===== config.mk =====
export PLATFORM = sky130hd
export DESIGN_NAME = minterm_table_scanner
export DESIGN_NICKNAME = d
export VERILOG_FILES = /design/src/rtl/minterm_table_scanner.sv
export SDC_FILE = /design/constraint.sdc
export NUM_CORES = 1
export LEC_CHECK = 0
export BUFFER_PORTS_ARGS = -buffer_cell sky130_fd_sc_hd__buf_2
export CAP_MARGIN = 20
export CORE_UTILIZATION = 50
export DETAILED_ROUTE_END_ITERATION = 8
export GPL_ROUTABILITY_DRIVEN = 0
export GPL_TIMING_DRIVEN = 0
export PLACE_DENSITY_LB_ADDON = 0.25
export SLEW_MARGIN = 40
export SYNTH_ARGS = -nofsm -noshare
export SYNTH_HDL_FRONTEND = slang
export SYNTH_SLANG_ARGS = --single-unit
export TNS_END_PERCENT = 1

===== constraint.sdc =====
create_clock -name clk -period 7.1 [get_ports clk]
set_input_delay 0.71 -clock clk [delete_from_list [all_inputs] [get_ports clk]]
set_output_delay 0.71 -clock clk [all_outputs]
set_load 0.05 [all_outputs]

===== src/rtl/minterm_table_scanner.sv =====
// minterm_table_scanner
// ---------------------
// Walks every input combination of two N_IN-input Boolean functions. Each
// function is given as a minterm mask: bit m of the mask is f(m). The block
// streams the truth table one row per valid/ready handshake. While it scans,
// it accumulates the minterm count of A and the A-vs-B mismatch statistics.
// At the end it reports equivalence and whether A is constant.
//
// Ports
//   clk, rst_n       rising-edge clock, asynchronous active-low reset
//   start            begin a scan (honoured in IDLE and DONE only)
//   mask_a, mask_b   minterm masks of function A (expression form) and
//                    function B (gate-level form)
//   busy             scan in progress
//   row_valid        current truth-table row is presented
//   row_ready        consumer accepts the presented row
//   row_m            minterm index of the current row, MSB = first input
//   row_fa, row_fb   function values of the current row
//   row_mismatch     row_fa ^ row_fb
//   done             one-cycle pulse after the final row has transferred
//   ones_a           number of minterms of A
//   mismatch_cnt     number of rows where A != B
//   first_mismatch   lowest mismatching minterm index, 0 if there is none
//   equiv            A == B on every row (valid from the DONE cycle onward)
//   const_a          01 = A is constant 0, 10 = A is constant 1, else 00

module minterm_table_scanner #(
  parameter  int N_IN = 2,
  localparam int ROWS = 2 ** N_IN
) (
  input  logic            clk,
  input  logic            rst_n,
  input  logic            start,
  input  logic [ROWS-1:0] mask_a,
  input  logic [ROWS-1:0] mask_b,
  output logic            busy,
  output logic            row_valid,
  input  logic            row_ready,
  output logic [N_IN-1:0] row_m,
  output logic            row_fa,
  output logic            row_fb,
  output logic            row_mismatch,
  output logic            done,
  output logic [N_IN:0]   ones_a,
  output logic [N_IN:0]   mismatch_cnt,
  output logic [N_IN-1:0] first_mismatch,
  output logic            equiv,
  output logic [1:0]      const_a
);

  localparam logic [N_IN-1:0] LAST_ROW   = N_IN'(ROWS - 1);
  localparam logic [N_IN:0]   ROWS_COUNT = (N_IN + 1)'(ROWS);

  typedef enum logic [1:0] {
    IDLE = 2'd0,
    SCAN = 2'd1,
    DONE = 2'd2
  } state_t;

  state_t state_q, state_d;

  logic [ROWS-1:0] mask_a_q, mask_b_q;
  logic            accept_start;
  logic            transfer;
  logic            last_row;
  logic [N_IN:0]   ones_next;
  logic [N_IN:0]   mismatch_next;

  // Each row's function values come straight out of the latched masks.
  // The mask registers hold steady for the whole scan, so the row outputs
  // stay stable while the consumer stalls.
  assign row_fa       = mask_a_q[row_m];
  assign row_fb       = mask_b_q[row_m];
  assign row_mismatch = row_fa ^ row_fb;

  // State register.
  always_ff @(posedge clk or negedge rst_n) begin
    if (!rst_n) begin
      state_q <= IDLE;
    end else begin
      state_q <= state_d;
    end
  end

  // Next-state logic and state-decoded handshake/status outputs. DONE
  // always lasts exactly one cycle. A start seen in that cycle is taken
  // just like a start seen in IDLE.
  always_comb begin
    state_d      = state_q;
    busy         = 1'b0;
    row_valid    = 1'b0;
    done         = 1'b0;
    accept_start = 1'b0;
    transfer     = 1'b0;
    last_row     = 1'b0;
    unique case (state_q)
      IDLE: begin
        if (start) begin
          accept_start = 1'b1;
          state_d      = SCAN;
        end
      end
      SCAN: begin
        busy      = 1'b1;
        row_valid = 1'b1;
        transfer  = row_ready;
        last_row  = (row_m == LAST_ROW);
        if (transfer && last_row) begin
          state_d = DONE;
        end
      end
      DONE: begin
        done = 1'b1;
        if (start) begin
          accept_start = 1'b1;
          state_d      = SCAN;
        end else begin
          state_d = IDLE;
        end
      end
      default: state_d = IDLE;
    endcase
  end

  // Counter values after folding in the row that is transferring now.
  always_comb begin
    ones_next     = ones_a + (N_IN + 1)'(row_fa);
    mismatch_next = mismatch_cnt + (N_IN + 1)'(row_mismatch);
  end

  // Datapath: mask capture, row index and result accumulation.
  // On the last row, row_m stays at ROWS-1 instead of wrapping. equiv and
  // const_a are written only then, so they read 0 throughout SCAN.
  always_ff @(posedge clk or negedge rst_n) begin
    if (!rst_n) begin
      mask_a_q       <= '0;
      mask_b_q       <= '0;
      row_m          <= '0;
      ones_a         <= '0;
      mismatch_cnt   <= '0;
      first_mismatch <= '0;
      equiv          <= 1'b0;
      const_a        <= 2'b00;
    end else if (accept_start) begin
      mask_a_q       <= mask_a;
      mask_b_q       <= mask_b;
      row_m          <= '0;
      ones_a         <= '0;
      mismatch_cnt   <= '0;
      first_mismatch <= '0;
      equiv          <= 1'b0;
      const_a        <= 2'b00;
    end else if (transfer) begin
      ones_a       <= ones_next;
      mismatch_cnt <= mismatch_next;
      // A zero count so far means this is the first mismatching row.
      if (row_mismatch && (mismatch_cnt == '0)) begin
        first_mismatch <= row_m;
      end
      if (last_row) begin
        equiv <= (mismatch_next == '0);
        if (ones_next == ROWS_COUNT) begin
          const_a <= 2'b10;
        end else if (ones_next == '0) begin
          const_a <= 2'b01;
        end else begin
          const_a <= 2'b00;
        end
      end else begin
        row_m <= row_m + 1'b1;
      end
    end
  end

endmodule


# Word-level counts from Yosys, hierarchy flattened
# Index checks and enable logic that the tools add are counted.
[classes]
n_reduce_logical = 14
n_eq_ne = 7
n_bitwise = 1
n_addsub = 3
magnitude_cmp = 1
mux = 32
[ops]
columns = ["operator", "n"]
rows = [
  ["$mux 2", 12],
  ["$mux 1", 13],
  ["$mux 3", 4],
  ["$logic_not 3->1", 3],
  ["$reduce_and 2->1", 4],
  ["$add 3x1->3", 2],
  ["$ne 2x2->1 const B", 3],
  ["$pmux 2 s3", 1],
  ["$reduce_bool 2->1", 3],
  ["$bmux 1 s2", 2],
  ["$eq 2x2->1 const B", 2],
  ["$eq 3x3->1 const B", 1],
  ["$lt 2x3->1 const B", 1],
  ["$add 2x1->2 const B", 1],
  ["$eq 2x1->1 const B", 1],
  ["$logic_and 1x1->1", 2],
  ["$logic_not 2->1", 1],
  ["$reduce_or 2->1", 1],
  ["$xor 1x1->1", 1],
]
[word_totals]
word_cells = 67
regBits = 23
in_bits = 12

# Logic depth before layout (Yosys ltp)
# Gate-level depths: netlist of run 1.
[depth]
word_depth = 9
mapped_depth = 7

# Least setup slack after synthesis of run 1
# No wires, ideal clock.
[synth_path]
kind = "register to register"
startpoint = "reg row_m[0]"
endpoint = "reg equiv"
synth_period_minus_slack_ps = 3071
setup_time_ps = 78
path_slack_ps = 4029
t_arrival_ps = 2993
stages_incl_launch_ff = 8
path_cell_list = "dfrtp_1 mux4_2 xor2_2 ha_1 ha_1 xnor2_1 nand4_1 a21oi_1"
[synth_between]
elab_chain_cells = 8
word_cells_on_any_way = 14
cone_classes = "add/sub: 1; eq/ne: 1; mux: 8; bitwise: 1; reduce/logical: 3"
[synth_rtl]
columns = ["element", "line", "source"]
rows = [
  ["start, declared", "39", "output logic [N_IN-1:0] row_m,"],
  ["start signal, assigned", "170", "row_m <= row_m + 1'b1;"],
  ["$bmux 1 s2", "72", "assign row_fa = mask_a_q[row_m];"],
  ["$mux 1 (not written as such)", "72", ""],
  ["via row_fa", "40", "output logic row_fa,"],
  ["$xor 1x1->1", "74", "assign row_mismatch = row_fa ^ row_fb;"],
  ["via row_mismatch", "42", "output logic row_mismatch,"],
  ["$add 3x1->3", "128", "mismatch_next = mismatch_cnt + (N_IN + 1)'(row_mismatch);"],
  ["$logic_not 3->1", "161", "equiv <= (mismatch_next == '0);"],
  ["$mux 1", "160", "if (last_row) begin"],
  ["$mux 1", "153", "end else if (transfer) begin"],
  ["$mux 1", "144", "end else if (accept_start) begin"],
  ["end signal, assigned", "161", ""],
  ["end, declared", "47", "output logic equiv,"],
]
# The timed path passes the listed nets, and every way through them passes these cells. The select of a mux whose other input is x is not followed.
# A chain may end at the register's enable or synchronous reset.

# Worst setup path after layout of run 1
[layout_path]
startpoint = "reg row_m[0]"
endpoint = "out row_mismatch"
[layout_between]
elab_chain_cells = 3
word_cells_on_any_way = 5
cone_classes = "mux: 4; bitwise: 1"
[layout_rtl]
columns = ["element", "line"]
rows = [
  ["$bmux 1 s2, on equally long branches", "72, 73"],
  ["$mux 1, on equally long branches", "72, 73"],
  ["$xor 1x1->1 (*)", "74"],
  ["end, declared", "42"],
]
# Mark *: on every way between the ends. The rest lies on a longest branch, timed or not. The select of a mux whose other input is x is not followed.

==> results.txt, run 1 <==
----------------------------------------------------
[Yosys]
  Number of warnings issued by yosys ... 0
  Number of distinct library cells after synthesis ... 24
  Cell count after synthesis ... between 100 and 150
  Cell area after synthesis ... between 1000 and 1500 um2
  Syn nets ... 131
  Fraction of synthesized cell area taken by the top area cell type ... slightly above 50%
  Average cell area after synthesis ... ~9.8 um2
  Synth top area cells ... sky130_fd_sc_hd__dfrtp_1 51%, sky130_fd_sc_hd__nand2_1 11%, sky130_fd_sc_hd__ha_1 5.6%
  Total of flip-flops plus latches after synthesis ... 23
  Library cell with the largest summed area after synthesis ... sky130_fd_sc_hd__dfrtp_1
  Post-synthesis sequential area ratio ... between 50% and 60%

[Placement]
  Placement Cell Area ... between 1000 and 1500 um2
  Total half-perimeter wirelength after legalization and detailed placement ... 1770 um
  Port Buffer Count ... 30

[Detailed routing]
  Post-Route WL ... approximately 2400 um
  Post-detailed-route DRC marker count ... 0
  Number of nets with antenna violations after routing ... 0
  Via Count ... approximately 920
  DR vias/cell ... ~5.2
  Number of iterations in the first detailed-routing pass ... 6
  DR WL/cell ... about 14 um
  Violation count after the first detailed-routing iteration ... 17

[Worst setup path]
  R2R Path Start ... row_m[0]
  Slack of the worst reg-to-reg path ... ~4600 ps
  Endpoint of the worst-slack reg-to-reg timing path ... equiv
  Arrival time of the worst setup path ... 2180 ps
  Maximum fanout along the worst path ... 7
  Cells on worst reg2reg path ... 7
  Path type of the worst setup path ... flop to output port
  CP endpoint kind ... output port
  Data required time at the worst endpoint ... about 6400 ps
  Sort of element at the start of the critical path ... flop

[GRT]
  Global-route usage over all layers ... about 22%
  Number of antenna violations at the first check in global routing ... 0
  First-pass GRT wire length ... about 4000 um
  Maximum number of pins on one net before global-route repair ... 24
  Via count of the first global-routing pass ... 886
  Total global routing overflow ... 0

[Final layout]
  Post-route core utilization ... 65.3%
  Most frequent standard cell in the layout excluding fill and tap cells ... sky130_fd_sc_hd__nand2_1
  Proportion of layout cells with a drive suffix above 1 ... between 20% and 30%
  Layout-stage area growth over the synthesis result ... 18.8%
  Post-layout net count ... about 170
  Count of inserted antenna diode cells ... 0
  Commonest cells after routing, fill and taps aside ... 32 x sky130_fd_sc_hd__nand2_1, 30 x sky130_fd_sc_hd__buf_2, 23 x sky130_fd_sc_hd__dfrtp_1, 9 x sky130_fd_sc_hd__nand3_1, 7 x sky130_fd_sc_hd__o21ai_0
  Post-Layout Inst Area ... 1330 um2

[Floorplan]
  IO Pins ... 31
  Die Area ... 2440 um2
  Die width ... around 49 um
  Floorplan core area ... 2040 um2
  Site row count ... 16
  Vert. Die Dim ... 49.4 um
  Initial Util ... between 50% and 60%

[CTS]
  Cts hold-fix bufs ... 0
  Clock latency at the later pin of the worst-skew pair ... 320 ps
  Depth of the CTS H-tree ... 1
  CTS root buf ... sky130_fd_sc_hd__clkbuf_4
  Number of buffers added by the clock tree synthesis step ... 3
  Number of setup buffers added after CTS ... 0
  Buffers from clock root to sink, at most ... 2
  Clock tree from TritonCTS ... done
  Clk sink count ... 23
  Resized cells post-CTS ... 0
  Clock slew at the register clock pins of the worst setup and hold paths ... ~130 ps

[Run status]
  Outcome ... completed

[STA]
  Post-layout minimum cycle time ... 2890 ps
  Number of pins with negative max-slew slack in the final report ... 0
  Transition time at the pin with the least slew margin ... about 510 ps
  Setup repair after global routing missed its margin ... no
  Post-route fraction of the period consumed by the critical path ... around two fifths
  Final Hold Violating Endpoints ... 0
  # setup viols final ... 0
  Remaining max-slew budget at the tightest pin ... between 60 and 70%
  Final worst clock skew ... roughly 7.2 ps
  Fin Setup TNS ... 0 ps
  FMAX ... 345 MHz

[Min path]
  Kind of path behind the tightest hold check ... input port to asynchronous set/reset pin

[Job]
  Max capacitance violation total ... 0

----------------------------------------------------
==> area by class of cell <==
class / instances / area, um2
clock buffers: 3 / 22.5
multi-input cells: 80 / 502
inverters: 6 / 22.5
repair buffers: 30 / 150
well taps: 27 / 33.8
fillers: 177 / 708
plain buffers: 5 / 22.5
clock inverters: 1 / 5.00
flip-flops and latches: 23 / 576
==> registers in the layout, indices dropped and copies added (netlist names) <==
| signal | count |
|---|---|
| equiv | 1 |
| first_mismatch | 2 |
| mismatch_cnt | 3 |
| ones_a | 3 |
| state_q | 2 |
| mask_b_q | 4 |
| mask_a_q | 4 |
| row_m | 2 |
| const_a | 2 |
==> synthesized netlist by cell type, drive strengths merged <==
cell type / number
a21oi: 6
a22oi: 1
a31o: 1
a41o: 1
buf: 1
clkbuf: 4
dfrtp: 23
ha: 5
inv: 6
mux2i: 2
mux4: 2
nand2: 32
nand2b: 2
nand3: 9
nand3b: 1
nand4: 2
nor2: 1
nor2b: 3
nor4: 1
o21ai: 7
or4: 1
xnor2: 2
xor2: 1
==> cells by family (layout without fill, tap and decap cells) <==
family                     after synthesis  count (layout)  share of synthesized area [%]
AOI/OAI and AO/OA                       16              16                           8.14
and+or+nand+nor                         52              52                           22.2
adders and majority gates                5               5                           5.57
xor gates and xnor gates                 3               3                           3.01
DFF                                     23              23                           51.3
muxes                                    4               4                           5.80
buffers and inverters                   11              45                           4.01
==> worst max-delay path by stage <==
stage | start | to | slack, ps | cells after the start
3_5_place_dp | row_m[0] | row_mismatch | 4590 | 3
2_1_floorplan | row_m[0] | equiv | 4030 | 7
4_1_cts | row_m[0] | row_mismatch | 4220 | 3
5_1_grt | row_m[0] | row_mismatch | 4160 | 3
6_report | row_m[0] | row_mismatch | 4210 | 3
3_3_place_gp | row_m[0] | row_mismatch | 4610 | 3
==> routing by layer <==
metal	GRT usage [%]	vias to the layer above	part of all wire (%)
met5	0	-	0
met3	3.12	5	4.9
met4	9.52	0	1.6
met1	27.3	425	47
met2	37.4	33	47
li1	-	454	-
==> metrics by stage <==
step                worst slack, ps  hold slack (ps)  cells
floorplan                      4030              414    114
global placement               4610              457    171
detailed placement             4590              461    171
CTS                            4220              356    175
global route                   4160              380    175
finish                         4210              343    175
==> critical path, cell delays in order, from the launching register on <==
cell	delay [ps]
sky130_fd_sc_hd__dfrtp_1	570
sky130_fd_sc_hd__mux4_2	630
sky130_fd_sc_hd__xor2_2	340
sky130_fd_sc_hd__buf_2	330
Power of run 1 is left out: the tool's default activity adds up to more than one toggle a clock period on the data nets, which glitch-free logic cannot reach.
==> run 2: changes to the inputs <==
- CORE_UTILIZATION: 50 -> 45
- clock period: 7.1 -> 2.4 ns (I/O delays scaled with it)
==> results.txt, run 2 (same netlist as run 1, synthesis figures left out) <==
----------------------------------------------------
[Run status]
  Outcome ... completed

[Worst setup path]
  Crit-path slowest cell ... sky130_fd_sc_hd__mux4_2
  Most frequent cell on the critical path ... sky130_fd_sc_hd__ha_1
  Path type of the worst setup path ... flop to flop
  Critical path's largest stage delay ... 610 ps (-20 ps)
  Maximum fanout along the worst path ... 3 (-4)
  CP endpoint kind ... flop
  WP buf/inv ... 0 (-1)
  Cell Chain, Critical Path ... mux4_2 -> ha_1 -> ha_1 -> or4_1 -> a21oi_1
  Sort of element at the start of the critical path ... flop
  Arrival time of the worst setup path ... 2560 ps (+380 ps)
  Family with the most delay on the worst path ... multiplexers
  Data required time at the worst endpoint ... 2640 ps (-3750 ps)

[CTS]
  Depth of the CTS H-tree ... 1 (unchanged)
  Clk sink count ... 23 (unchanged)
  Number of buffers added by the clock tree synthesis step ... 3 (unchanged)
  Clock slew at the register clock pins of the worst setup and hold paths ... 130 ps (about the same)
  Clock latency at the later pin of the worst-skew pair ... 310 ps (about the same)
  Buffers from clock root to sink, at most ... 2 (unchanged)
  CTS root buf ... sky130_fd_sc_hd__clkbuf_4
  Clock tree from TritonCTS ... done
  Resized cells post-CTS ... 0 (unchanged)

[Floorplan]
  Die Area ... 2700 um2 (+11%)
  Site row count ... 17 (+1)
  Floorplan core area ... 2280 um2 (+11%)
  IO Pins ... 31 (unchanged)
  Vert. Die Dim ... 51.9 um (+5.2%)
  Die width ... 51.9 um (+5.2%)
  Initial Util ... 49.3% (-5.7 points)

[Detailed routing]
  DR vias/cell ... 5.17 (-1.3%)
  Number of iterations in the first detailed-routing pass ... 4 (-2)
  Post-Route WL ... 2410 um (-0.78%)
  Via Count ... 921 (+0.44%)
  Number of nets with antenna violations after routing ... 0 (unchanged)
  Violation count after the first detailed-routing iteration ... 6 (-11)
  Post-detailed-route DRC marker count ... 0 (unchanged)
  DR WL/cell ... 13.5 um (-2.5%)

[Final layout]
  Layout-stage area growth over the synthesis result ... 23.0%
  Post-layout net count ... 168 (+1.2%)
  Most frequent standard cell in the layout excluding fill and tap cells ... sky130_fd_sc_hd__nand2_1
  Proportion of layout cells with a drive suffix above 1 ... 30.0% (+3.0 points)
  FF/Latch Area ... 577 um2 (+0.22%)
  Commonest cells after routing, fill and taps aside ... 32 x sky130_fd_sc_hd__nand2_1, 30 x sky130_fd_sc_hd__buf_2, 22 x sky130_fd_sc_hd__dfrtp_1, 9 x sky130_fd_sc_hd__nand3_1, 7 x sky130_fd_sc_hd__o21ai_0
  Combined area of the multi-input logic cells ... 528 um2 (+5.2%)
  Largest registers ranked by flip-flop count ... mask_a_q x4, mask_b_q x4
  Count of inserted antenna diode cells ... 0 (unchanged)
  Number of filler cells placed in the layout ... 210 (+19%)

[STA]
  Setup repair after global routing missed its margin ... no
  Number of pins with negative max-slew slack in the final report ... 0 (unchanged)
  Final worst clock skew ... 6.89 ps (-0.333 ps)
  Post-route fraction of the period consumed by the critical path ... a little over nine tenths
  FMAX ... around 430 MHz
  Fin Setup TNS ... 0 ps (unchanged)
  # setup viols final ... 0 (unchanged)
  Post-layout minimum cycle time ... between 2000 and 2500 ps
  Final Hold Violating Endpoints ... 0 (unchanged)
  Remaining max-slew budget at the tightest pin ... 65.8% (about the same)
  Transition time at the pin with the least slew margin ... 514 ps (+0.123 ps)

[Placement]
  Total half-perimeter wirelength after legalization and detailed placement ... 1820 um (+2.7%)
  Port Buffer Count ... 30 (unchanged)

[Job]
  Max capacitance violation total ... 0 (unchanged)

[GRT]
  First-pass GRT wire length ... 4020 um (+0.50%)
  Via count of the first global-routing pass ... 914 (+3.2%)
  Number of antenna violations at the first check in global routing ... 0 (unchanged)
  Global-route usage over all layers ... 21.2% (-0.63 points)
  Maximum number of pins on one net before global-route repair ... 24 (unchanged)
  Total global routing overflow ... 0 (unchanged)

[Min path]
  Kind of path behind the tightest hold check ... input port to flop

----------------------------------------------------
==> run 2: routing by layer <==
| metal | vias to the layer above | wire [um] | GRT usage, % |
|---|---|---|---|
| li1 | 458 | - | - |
| met1 | 437 | 1060 | 26.1 |
| met2 | 22 | 1210 | 35.9 |
| met3 | 4 | 84 | 3.80 |
| met4 | 0 | 44 | 9.46 |
| met5 | - | 0 | 0 |
==> run 2: stage by stage <==
step / std cells / util (%) / area, um2 / hold slack [ps] / setup slack [ps]
floorplan: 114 / - / 1150 / -55.6 / -221
global placement: 172 / 58.7 / 1340 / 237 / 49.8
detailed placement: 172 / 58.7 / 1340 / 236 / -25.0
CTS: 178 / 60.6 / 1380 / 104 / 45.3
global route: 178 / 60.6 / 1380 / 118 / 15.6
finish: 178 / 60.6 / 1380 / 108 / 82.3
==> run 2: what timing repair did <==
action / 4_1_cts / 5_1_grt
endpoints found under the hold margin: 23 / 0
endpoints found under the setup margin: 1 / 0
hold buffers: 1 / 0
setup buffers: 1 / 0
==> run 2: worst paths after layout <==
kind	start	endpoint	slack [ps]	cells after the start
min	mask_b[2]	mask_b_q[2]	110	3
max reg2reg	row_m[0]	const_a[1]	80	5
min in group asynchronous	rst_n	mask_b_q[3]	410	2
max in group asynchronous	rst_n	row_m[0]	1610	2
max	row_m[0]	const_a[1]	80	5
min reg2reg	mask_a_q[3]	mask_a_q[3]	490	2
==> run 2: area by class of cell <==
| class | instances | share of cell area, % |
|---|---|---|
| plain buffers | 5 | 1.63 |
| clock buffers | 3 | 1.63 |
| clock inverters | 1 | 0.363 |
| inverters | 6 | 1.63 |
| multi-input cells | 80 | 38.3 |
| flip-flops and latches | 23 | 41.8 |
| well taps | 28 | 2.54 |
| repair buffers | 32 | 12.1 |
==> run 2: worst reg2reg max path: stages (launching register included) <==
cell and delay (ps):
sky130_fd_sc_hd__dfrtp_2 410, sky130_fd_sc_hd__mux4_2 610, sky130_fd_sc_hd__ha_1 250, sky130_fd_sc_hd__ha_1 280, sky130_fd_sc_hd__or4_1 540, sky130_fd_sc_hd__a21oi_1 170
Power of run 2 is left out for the same reason.
==> run 3: changes to the inputs <==
- MAX_ROUTING_LAYER: default -> met4
- SLEW_MARGIN: 40 -> 20
==> results.txt, run 3 (same netlist as run 1, synthesis figures left out) <==
----------------------------------------------------
[Placement]
  Port Buffer Count ... 30 (unchanged)
  Placement Cell Area ... 1340 um2 (unchanged)
  Total half-perimeter wirelength after legalization and detailed placement ... 1820 um (unchanged)

[Detailed routing]
  Sum of routed wire segments on met1 ... 1070 um (+0.85%)
  Number of iterations in the first detailed-routing pass ... 4 (unchanged)
  Met3 wire len ... 86 um (+2.4%)
  Detail Route met2 WL ... 1210 um (unchanged)
  Post-detailed-route DRC marker count ... 0 (unchanged)
  Number of nets with antenna violations after routing ... 0 (unchanged)
  DR WL/cell ... 13.6 um (+0.37%)
  Violation count after the first detailed-routing iteration ... 7 (+1)
  Post-Route WL ... 2420 um (+0.37%)
  Top layer in use ... met4
  Via Count ... 923 (+0.22%)
  DR vias/cell ... 5.19 (+0.22%)

[Final layout]
  Largest registers ranked by flip-flop count ... mask_a_q x4, mask_b_q x4
  Post-Layout Inst Area ... 1380 um2 (unchanged)
  Post-route core utilization ... 60.6% (unchanged)
  Combined area of the multi-input logic cells ... 528 um2 (unchanged)
  Count of inserted antenna diode cells ... 0 (unchanged)
  Commonest cells after routing, fill and taps aside ... 32 x sky130_fd_sc_hd__nand2_1, 30 x sky130_fd_sc_hd__buf_2, 22 x sky130_fd_sc_hd__dfrtp_1, 9 x sky130_fd_sc_hd__nand3_1, 7 x sky130_fd_sc_hd__o21ai_0
  Number of filler cells placed in the layout ... 210 (unchanged)
  FF/Latch Area ... 577 um2 (unchanged)
  Most frequent standard cell in the layout excluding fill and tap cells ... sky130_fd_sc_hd__nand2_1
  Post-layout net count ... 168 (unchanged)
  Proportion of layout cells with a drive suffix above 1 ... 30.0% (unchanged)
  Layout-stage area growth over the synthesis result ... 23.0% (unchanged)

[Floorplan]
  Floorplan core area ... 2280 um2 (unchanged)
  Initial Util ... 49.3% (unchanged)
  Vert. Die Dim ... 51.9 um (unchanged)
  IO Pins ... 31 (unchanged)
  Die width ... 51.9 um (unchanged)
  Site row count ... 17 (unchanged)
  Die Area ... 2700 um2 (unchanged)

[STA]
  Remaining max-slew budget at the tightest pin ... 65.7% (about the same)
  Transition time at the pin with the least slew margin ... 514 ps (+0.247 ps)
  Setup repair after global routing missed its margin ... no
  Minimum hold slack ... 108 ps (-0.0570 ps)
  Final worst clock skew ... 6.52 ps (-0.370 ps)
  Post-route fraction of the period consumed by the critical path ... 96.6% (about the same)
  Final Hold Violating Endpoints ... 0 (unchanged)
  # setup viols final ... 0 (unchanged)
  FMAX ... 431 MHz (about the same)
  Number of pins with negative max-slew slack in the final report ... 0 (unchanged)
  Post-layout minimum cycle time ... 2320 ps (+0.0133 ps)

[CTS]
  Clock tree from TritonCTS ... done
  Depth of the CTS H-tree ... 1 (unchanged)
  Clk sink count ... 23 (unchanged)
  Clock latency at the later pin of the worst-skew pair ... 310 ps (about the same)
  Buffers from clock root to sink, at most ... 2 (unchanged)
  Number of buffers added by the clock tree synthesis step ... 3 (unchanged)
  Clock slew at the register clock pins of the worst setup and hold paths ... 130 ps (about the same)
  CTS root buf ... sky130_fd_sc_hd__clkbuf_4

[GRT]
  Via count of the first global-routing pass ... 914 (unchanged)
  Global-route usage over all layers ... 21.8% (+0.57 points)
  First-pass GRT wire length ... 4020 um (unchanged)
  Number of antenna violations at the first check in global routing ... 0 (unchanged)
  Total global routing overflow ... 0 (unchanged)
  Maximum number of pins on one net before global-route repair ... 24 (unchanged)

[Worst setup path]
  CP endpoint kind ... flop
  Path type of the worst setup path ... flop to flop
  Data required time at the worst endpoint ... 2640 ps (about the same)
  Most frequent cell on the critical path ... sky130_fd_sc_hd__ha_1
  Sort of element at the start of the critical path ... flop
  Critical path's largest stage delay ... 610 ps (about the same)
  WP buf/inv ... 0 (unchanged)
  Endpoint of the worst-slack reg-to-reg timing path ... const_a[1]
  Arrival time of the worst setup path ... 2560 ps (about the same)
  Crit-path slowest cell ... sky130_fd_sc_hd__mux4_2
  Slack of the worst reg-to-reg path ... 80 ps (about the same)
  R2R Path Start ... row_m[0]
  Cells on worst reg2reg path ... 5 (unchanged)
  Family with the most delay on the worst path ... multiplexers
  Cell Chain, Critical Path ... mux4_2 -> ha_1 -> ha_1 -> or4_1 -> a21oi_1
  Maximum fanout along the worst path ... 3 (unchanged)

[Job]
  Max capacitance violation total ... 0 (unchanged)

[Min path]
  WHS Endpoint ... mask_b_q[2]
  Kind of path behind the tightest hold check ... input port to flop
  Number of stages on the worst hold path ... 3 (unchanged)
  Startpoint of the worst hold path ... mask_b[2]

[Run status]
  Outcome ... completed

----------------------------------------------------
-- run 3: worst register-to-register path, delay by kind of cell (launching register included) --
family / cells / cell delay (ps)
AO/OA/AOI/OAI: 1 / 170
adder cells (fa/ha/maj): 2 / 530
flip-flops: 1 / 410
AND/OR/NAND/NOR: 1 / 540
multiplexers: 1 / 610
-- run 3: final cells by class --
cell class,count,share of cell area [%]
Tap cell,28,2.54
Inverter,6,1.63
Multi-Input combinational cell,80,38.3
Buffer,5,1.63
Timing Repair Buffer,32,12.1
Clock buffer,3,1.63
Sequential cell,23,41.8
Clock inverter,1,0.363
-- run 3: stage by stage --
stage          TNS (ps)  worst slack [ps]  cells
2_1_floorplan      -795              -221    114
3_3_place_gp          0              49.8    172
3_5_place_dp      -25.0             -25.0    172
4_1_cts               0              45.3    178
5_1_grt               0              15.6    178
6_report              0              82.3    178
-- run 3: worst max-delay path by stage --
stage          cells after the start         end     start
5_1_grt                            5  const_a[1]  row_m[0]
4_1_cts                            5  const_a[1]  row_m[0]
3_5_place_dp                       5  const_a[1]  row_m[0]
6_report                           5  const_a[1]  row_m[0]
2_1_floorplan                      7       equiv  row_m[0]
3_3_place_gp                       5  const_a[1]  row_m[0]
-- run 3: what timing repair did --
item                                   4_1_cts  5_1_grt
endpoints found under the hold margin       23        0
setup endpoints to repair                    1        0
setup buffers                                1        0
resized for setup                            0        0
hold buffers                                 1        0
-- run 3: layer usage --
metal	global-route usage, %	vias up
li1	-	458
met1	26.1	439
met2	35.9	22
met3	3.80	4
met4	9.46	0
met5	-	-
Power of run 3 is left out for the same reason.
